===== src/rtl/id_ex_stage.sv =====
// id_ex_stage: ID/EX pipeline register with load-use hazard detection.
//
// Captures the decoded instruction (operands, register indices, ALU and
// memory/writeback controls) on each rising clock edge and presents it to
// the execute stage. A bubble replaces the captured instruction when a
// taken branch/jump flushes the pipe, or when the instruction in ID reads
// a register that a load currently in EX has not yet produced.
//
// Ports:
//   clk, reset        rising-edge clock, synchronous active-high reset
//   id_*              decoded instruction fields from the decode stage
//   flush             taken branch/jump resolved in EX; kills the ID slot
//   load_use_stall    hold PC and IF/ID this cycle (combinational)
//   ex_valid, ex_*    registered copies of the id_* fields for EX
//   bubble_count      saturating count of bubbles inserted since reset
module id_ex_stage #(
  parameter int DATA_W = 32,
  parameter int PC_W   = 9,
  parameter int REG_W  = 5,
  parameter int CNT_W  = 16
) (
  input  logic              clk,
  input  logic              reset,
  input  logic              id_valid,
  input  logic [PC_W-1:0]   id_pc,
  input  logic [DATA_W-1:0] id_rd1,
  input  logic [DATA_W-1:0] id_rd2,
  input  logic [DATA_W-1:0] id_imm,
  input  logic [REG_W-1:0]  id_rs1,
  input  logic [REG_W-1:0]  id_rs2,
  input  logic              id_uses_rs1,
  input  logic              id_uses_rs2,
  input  logic [REG_W-1:0]  id_rd,
  input  logic [2:0]        id_funct3,
  input  logic [6:0]        id_funct7,
  input  logic [1:0]        id_alu_op,
  input  logic              id_alu_src,
  input  logic              id_mem_read,
  input  logic              id_mem_write,
  input  logic              id_mem_to_reg,
  input  logic              id_reg_write,
  input  logic              id_branch,
  input  logic              id_jump,
  input  logic              flush,
  output logic              load_use_stall,
  output logic              ex_valid,
  output logic [PC_W-1:0]   ex_pc,
  output logic [DATA_W-1:0] ex_rd1,
  output logic [DATA_W-1:0] ex_rd2,
  output logic [DATA_W-1:0] ex_imm,
  output logic [REG_W-1:0]  ex_rs1,
  output logic [REG_W-1:0]  ex_rs2,
  output logic [REG_W-1:0]  ex_rd,
  output logic [2:0]        ex_funct3,
  output logic [6:0]        ex_funct7,
  output logic [1:0]        ex_alu_op,
  output logic              ex_alu_src,
  output logic              ex_mem_read,
  output logic              ex_mem_write,
  output logic              ex_mem_to_reg,
  output logic              ex_reg_write,
  output logic              ex_branch,
  output logic              ex_jump,
  output logic [CNT_W-1:0]  bubble_count
);

  logic haz;
  logic rs1_match;
  logic rs2_match;
  logic bubble;

  // Hazard is derived only from registered EX state and the current ID
  // slot, so a stall lasts one cycle: the bubble it inserts clears ex_valid.
  always_comb begin
    rs1_match      = id_uses_rs1 && (id_rs1 == ex_rd);
    rs2_match      = id_uses_rs2 && (id_rs2 == ex_rd);
    haz            = ex_valid && ex_mem_read && (ex_rd != '0) && id_valid
                     && (rs1_match || rs2_match);
    // A flushed ID instruction is discarded anyway, so it must not stall.
    load_use_stall = haz && !flush;
    bubble         = flush || load_use_stall;
  end

  always_ff @(posedge clk) begin
    if (reset || bubble) begin
      ex_valid      <= 1'b0;
      ex_pc         <= '0;
      ex_rd1        <= '0;
      ex_rd2        <= '0;
      ex_imm        <= '0;
      ex_rs1        <= '0;
      ex_rs2        <= '0;
      ex_rd         <= '0;
      ex_funct3     <= '0;
      ex_funct7     <= '0;
      ex_alu_op     <= '0;
      ex_alu_src    <= 1'b0;
      ex_mem_read   <= 1'b0;
      ex_mem_write  <= 1'b0;
      ex_mem_to_reg <= 1'b0;
      ex_reg_write  <= 1'b0;
      ex_branch     <= 1'b0;
      ex_jump       <= 1'b0;
    end else begin
      ex_valid      <= id_valid;
      ex_pc         <= id_pc;
      ex_rd1        <= id_rd1;
      ex_rd2        <= id_rd2;
      ex_imm        <= id_imm;
      ex_rs1        <= id_rs1;
      ex_rs2        <= id_rs2;
      ex_rd         <= id_rd;
      ex_funct3     <= id_funct3;
      ex_funct7     <= id_funct7;
      ex_alu_op     <= id_alu_op;
      ex_alu_src    <= id_alu_src;
      ex_mem_read   <= id_mem_read;
      ex_mem_write  <= id_mem_write;
      ex_mem_to_reg <= id_mem_to_reg;
      ex_reg_write  <= id_reg_write;
      ex_branch     <= id_branch;
      ex_jump       <= id_jump;
    end
  end

  // Saturating bubble counter; simultaneous flush and hazard count once.
  always_ff @(posedge clk) begin
    if (reset) begin
      bubble_count <= '0;
    end else if (bubble && (bubble_count != '1)) begin
      bubble_count <= bubble_count + CNT_W'(1);
    end
  end

endmodule


===== config.mk =====
export PLATFORM = sky130hd
export DESIGN_NAME = id_ex_stage
export DESIGN_NICKNAME = d
export VERILOG_FILES = /design/src/rtl/id_ex_stage.sv
export SDC_FILE = /design/constraint.sdc
export NUM_CORES = 1
export LEC_CHECK = 0
export ABC_AREA = 0
export BUFFER_PORTS_ARGS = -buffer_cell sky130_fd_sc_hd__buf_2
export CAP_MARGIN = 40
export CORE_MARGIN = 8
export CORE_UTILIZATION = 28
export DETAILED_ROUTE_END_ITERATION = 12
export GPL_ROUTABILITY_DRIVEN = 1
export PLACE_DENSITY = 0.65
export SETUP_SLACK_MARGIN = 0.4
export SLEW_MARGIN = 20
export SYNTH_ARGS = -nofsm -noshare
export SYNTH_HDL_FRONTEND = slang
export SYNTH_SLANG_ARGS = --single-unit
export TNS_END_PERCENT = 30

===== constraint.sdc =====
create_clock -name clk -period 2.9 [get_ports clk]
set_clock_uncertainty 0.05 [all_clocks]
set_input_delay 0 -clock clk [delete_from_list [all_inputs] [get_ports clk]]
set_output_delay 0 -clock clk [all_outputs]
set_load 0.02 [all_outputs]

**Word-level counts from Yosys, hierarchy flattened**

Index checks and enable logic that the tools add are counted.

- Add/sub/neg operators: 1
- Eq/ne operators: 3
- Reduce and logical (&&, ||, !) cells: 13

Operators with widths:

| operator | count |
|---|---|
| adder 16 x 1 -> 16 bit, second input constant | 1 |
| inequality test 16 bit, second input constant | 1 |
| == test 5 bit | 2 |
| logical AND 1 bit | 8 |
| nonzero test 5 bit | 1 |
| logical OR 1 bit | 3 |
| zero test 1 bit | 1 |

- Register bits: 156
- Bits of input ports: 145
- Output and inout port bits: 157

**Longest topological paths before layout**

- Depth in word-level cells: 7
- Gate-level depth with buffers: 8
- Mapped depth without buffers: 7

**Worst setup path after synthesis**

Ideal clock, no wire load.

- Path kind: register to register
- From: register bubble_count[3]
- To: register bubble_count[4]
- Library setup time: 0.121 ns
- Data arrival time: 2.190 ns
- Setup slack: 0.539 ns
- Cell stages (with the launch flop): 7
- Clock period less this slack: 2.361 ns
- Cells stage by stage: dfxtp_1 nand4_1 or4_1 or3b_1 o21ai_0 nand4_1 mux2_2

- Word-level cells in the longest chain between the ends: 2
- Elaborated cells between the ends (all ways): 3
- Those cells by class: add/sub (1); eq/ne (1); reduce/logical (1)

RTL lines:

| element | line | text |
|---|---|---|
| from (decl) | 64 | `output logic [CNT_W-1:0] bubble_count` |
| from (signal assigned) | 131 | `bubble_count <= bubble_count + CNT_W'(1);` |
| parallel branches: the longest is 2 deep, another holds adder 16 x 1 -> 16 bit | -- |  |

Parallel ways; which one is timed is not known.
A chain may end at the register's enable or synchronous reset.

**Final worst setup path**

- From: register bubble_count[8]
- To: register bubble_count[4]

- Word-level cells in the longest chain between the ends: 2

RTL lines:

| element | line | text |
|---|---|---|
| inequality test 16 bit | 130 | `end else if (bubble && (bubble_count != '1)) begin` |
| logical AND 1 bit | 130 |  |

Every way passes these cells.

==> results.md <==
- Run status: completed
- Synth cell types: 37
- Yosys top cell by area: dfxtp_1
- Register area share after synthesis: 66.1%
- DR iter-0 viols: 140
- Worst r2r path cells: 6
- Critical path class: register to register
- Max Cap Viol: 0
- Final Wtd Congestion: between 0.7 and 0.8
- Hold path depth: 3
- Final hold vios: 0
- Mean Syn Cell Area: about 11 µm²
- Crit. Startpoint: bubble_count[8]$_SDFFE_PP0P_
- Cell area after layout: roughly 8500 µm²
- Worst Hold Class: primary input to register
- Ys async rst share: 0%
- Most frequent cells in the layout: buf_2 (301), dfxtp_1 (156), dlygate4sd3_1 (142)
- Worst-path fanout max: 6
- Layout Cells excl Fill: 1100
- Slack of the worst reg-to-reg path: 410 ps
- Post-Syn Area: roughly 4700 µm²
- Residual DRC count: 0
- H-tree levels: 4
- Crit path buf inv count: 0
- Hold_sp: id_rd2[1]
- Crit path max-delay family: simple AND/OR/NAND/NOR gates
- Reg2reg start: bubble_count[8]$_SDFFE_PP0P_
- EDFF count, synth: 0
- Maximum VDD drop: approximately 380 µV
- Clk sink count: around 160
- First-pass GRT wire length: around 27 mm
- Via/cell ratio: around 4.1
- Detailed placer's ending HPWL: between 10 and 15 mm
- DRT Pass-1 Iters: 4
- RSZ-0062 raised after global routing: true
- Yosys warnings: 0
- CP endpoint kind: register
- Rel. slew slack: a little under three fifths
- Initial Util: 28.6%
- TritonCTS buffer count: 17
- Total Nets Final: 1011
- Register area: 3120 µm²
- Fmax: about 0.40 GHz
- Static Leakage: around 0.0042 µW
- Vert. Die Dim: around 150 µm
- Area of the die: approximately 21000 µm²
- Layout cells sized above 1: between 30% and 40%
- Synth-to-layout area growth: 80.8%
- Crit-path max cell delay: ~640 ps
- Routed vias: 4487
- Die Wd: roughly 150 µm
- Largest net degree at the start of global routing: slightly above 70
- Syn_nets: around 560
- TritonCTS clock tree: done
- Multi-input gate area: 1520 µm²
- Final worst path period need: approximately 2500 ps
- Row count: between 40 and 50
- Synth Register Bits: approximately 160
- Crit path cell chain: nand4_1 > or4_1 > or3b_1 > o21ai_0 > nand4_1 > mux2_2
- Cells after synthesis: 415
- CORE AREA: between 15000 and 20000 µm²
- Reg2reg end: bubble_count[4]$_SDFFE_PP0P_
- WL per Instance: between 15 and 20 µm
- Dpl cell area: between 6000 and 7000 µm²
- Crit path launch type: register
- Initial antenna violation count: 3
- GRT Total Usage: 15.9%
- Hold Path Sink: ex_rd2[1]$_SDFF_PP0_
- # IOs: about 300
- WL final: 17.1 mm
- Critical path depth in cells: 6
- Tcrit/Tclk final: between 80% and 90%
- Crit-path slowest cell: or4_1
- Synth top area share: 66.1%
- Placed insts: 922
- Setup violations, final: 0
- Fill cell count: 1442
- Worst slew pin tran: about 660 ps
- Antenna-violating nets left: 0
- Bufs on Longest Clock Path: 2
- Vias in the first global route: about 4900
- Commonest non-fill, non-tap cell in the layout: buf_2
- CP required: roughly 3200 ps
- Clk root buf: clkbuf_16
- Final Slew Violations: 0
- Worst path most repeated cell: nand4_1
- Input/output buffers: between 300 and 400
- Biggest registers after layout: ex_imm (32), ex_rd1 (32), ex_rd2 (32)
- Clk_lat worst skew: a little over 400 ps
- Remaining global-route overflow: 0
- Main flop type after synthesis: dfxtp_1
- Largest cells by area after synthesis: dfxtp_1 (66%), and2_1 (19%), xor2_1 (1.5%), clkbuf_1 (1.3%), a21oi_1 (1.1%)
- PwrDens: 594 nW/µm²
- Clock transition at the registers of the reported paths: approximately 60 ps
- CP arrival: between 2000 and 3000 ps
- Setup TNS: 0 ps
## tightest hold or removal path, delay by kind of cell
kind / cells / cell delay, ps
buf+inv: 2 / 600
simple gates: 1 / 100
## per-stage QoR
stage	hold WS (ps)	util [%]	power, µW	worst slack [ps]
3_3_place_gp	148	39.3	2700	462
3_5_place_dp	151	39.3	2700	431
5_1_grt	244	51.7	5300	275
6_report	261	51.7	5070	415
4_1_cts	235	51.5	5140	415
2_1_floorplan	39.5	-	2500	539
## synthesized netlist by cell type (3+ instances only)
| library cell | n |
|---|---|
| nor2b_1 | 3 |
| inv_1 | 3 |
| xnor2_1 | 4 |
| clkbuf_1 | 16 |
| o31ai_1 | 5 |
| dfxtp_1 | 156 |
| a21oi_1 | 10 |
| mux2_2 | 3 |
| o21ai_0 | 6 |
| nor2_1 | 10 |
| nand3_1 | 7 |
| xor2_1 | 8 |
| nand2_1 | 9 |
| nand4_1 | 5 |
| and2_1 | 140 |
| or4_1 | 5 |
## layer usage
layer / global-route usage, % / up-vias / share of wire (%)
li1: - / 2244 / -
met1: 15.5 / 2018 / 37
met2: 28.0 / 192 / 50
met3: 7.71 / 31 / 9.5
met4: 6.98 / 2 / 2.6
met5: 0 / - / 0.076
## cell families after synthesis
kind of cell	after synthesis	share of synthesized area, %
XOR/XNOR	12	2.22
AND/OR/NAND/NOR	196	25.5
flip-flops	156	66.1
AO/OA/AOI/OAI	26	3.39
buffers and inverters	21	1.85
adder cells (fa/ha/maj)	1	0.265
multiplexers	3	0.715
## area by class of cell
class | count | share of cell area [%]
timing repair buffer | 449 | 35.1
sequential | 156 | 36.6
clock inverter | 15 | 2.12
inverter | 3 | 0.132
multi-input combinational | 238 | 17.8
antenna | 2 | 0.0586
tap | 220 | 3.22
clock buffer | 17 | 4.98
## what timing repair did
| action | CTS | global route |
|---|---|---|
| endpoints found under the setup margin | 0 | 143 |
| hold endpoints to repair | 153 | 0 |
| setup buffers | 0 | 2 |
| resized for setup | 0 | 1 |
| hold buffers | 142 | 0 |
## worst max path at each step
stage | endpoint | slack [ps]
2_1_floorplan | bubble_count[4]$_SDFFE_PP0P_ | 540
3_3_place_gp | bubble_count[4]$_SDFFE_PP0P_ | 460
3_5_place_dp | ex_imm[15]$_SDFF_PP0_ | 430
4_1_cts | ex_imm[15]$_SDFF_PP0_ | 410
5_1_grt | bubble_count[4]$_SDFFE_PP0P_ | 280
6_report | bubble_count[4]$_SDFFE_PP0P_ | 410
## power breakdown
part           internal [µW]  switching [µW]
clock                   1300             957
combinational            304             263
sequential              2220            25.1
No activity file was read; power rests on OpenSTA's default activity.
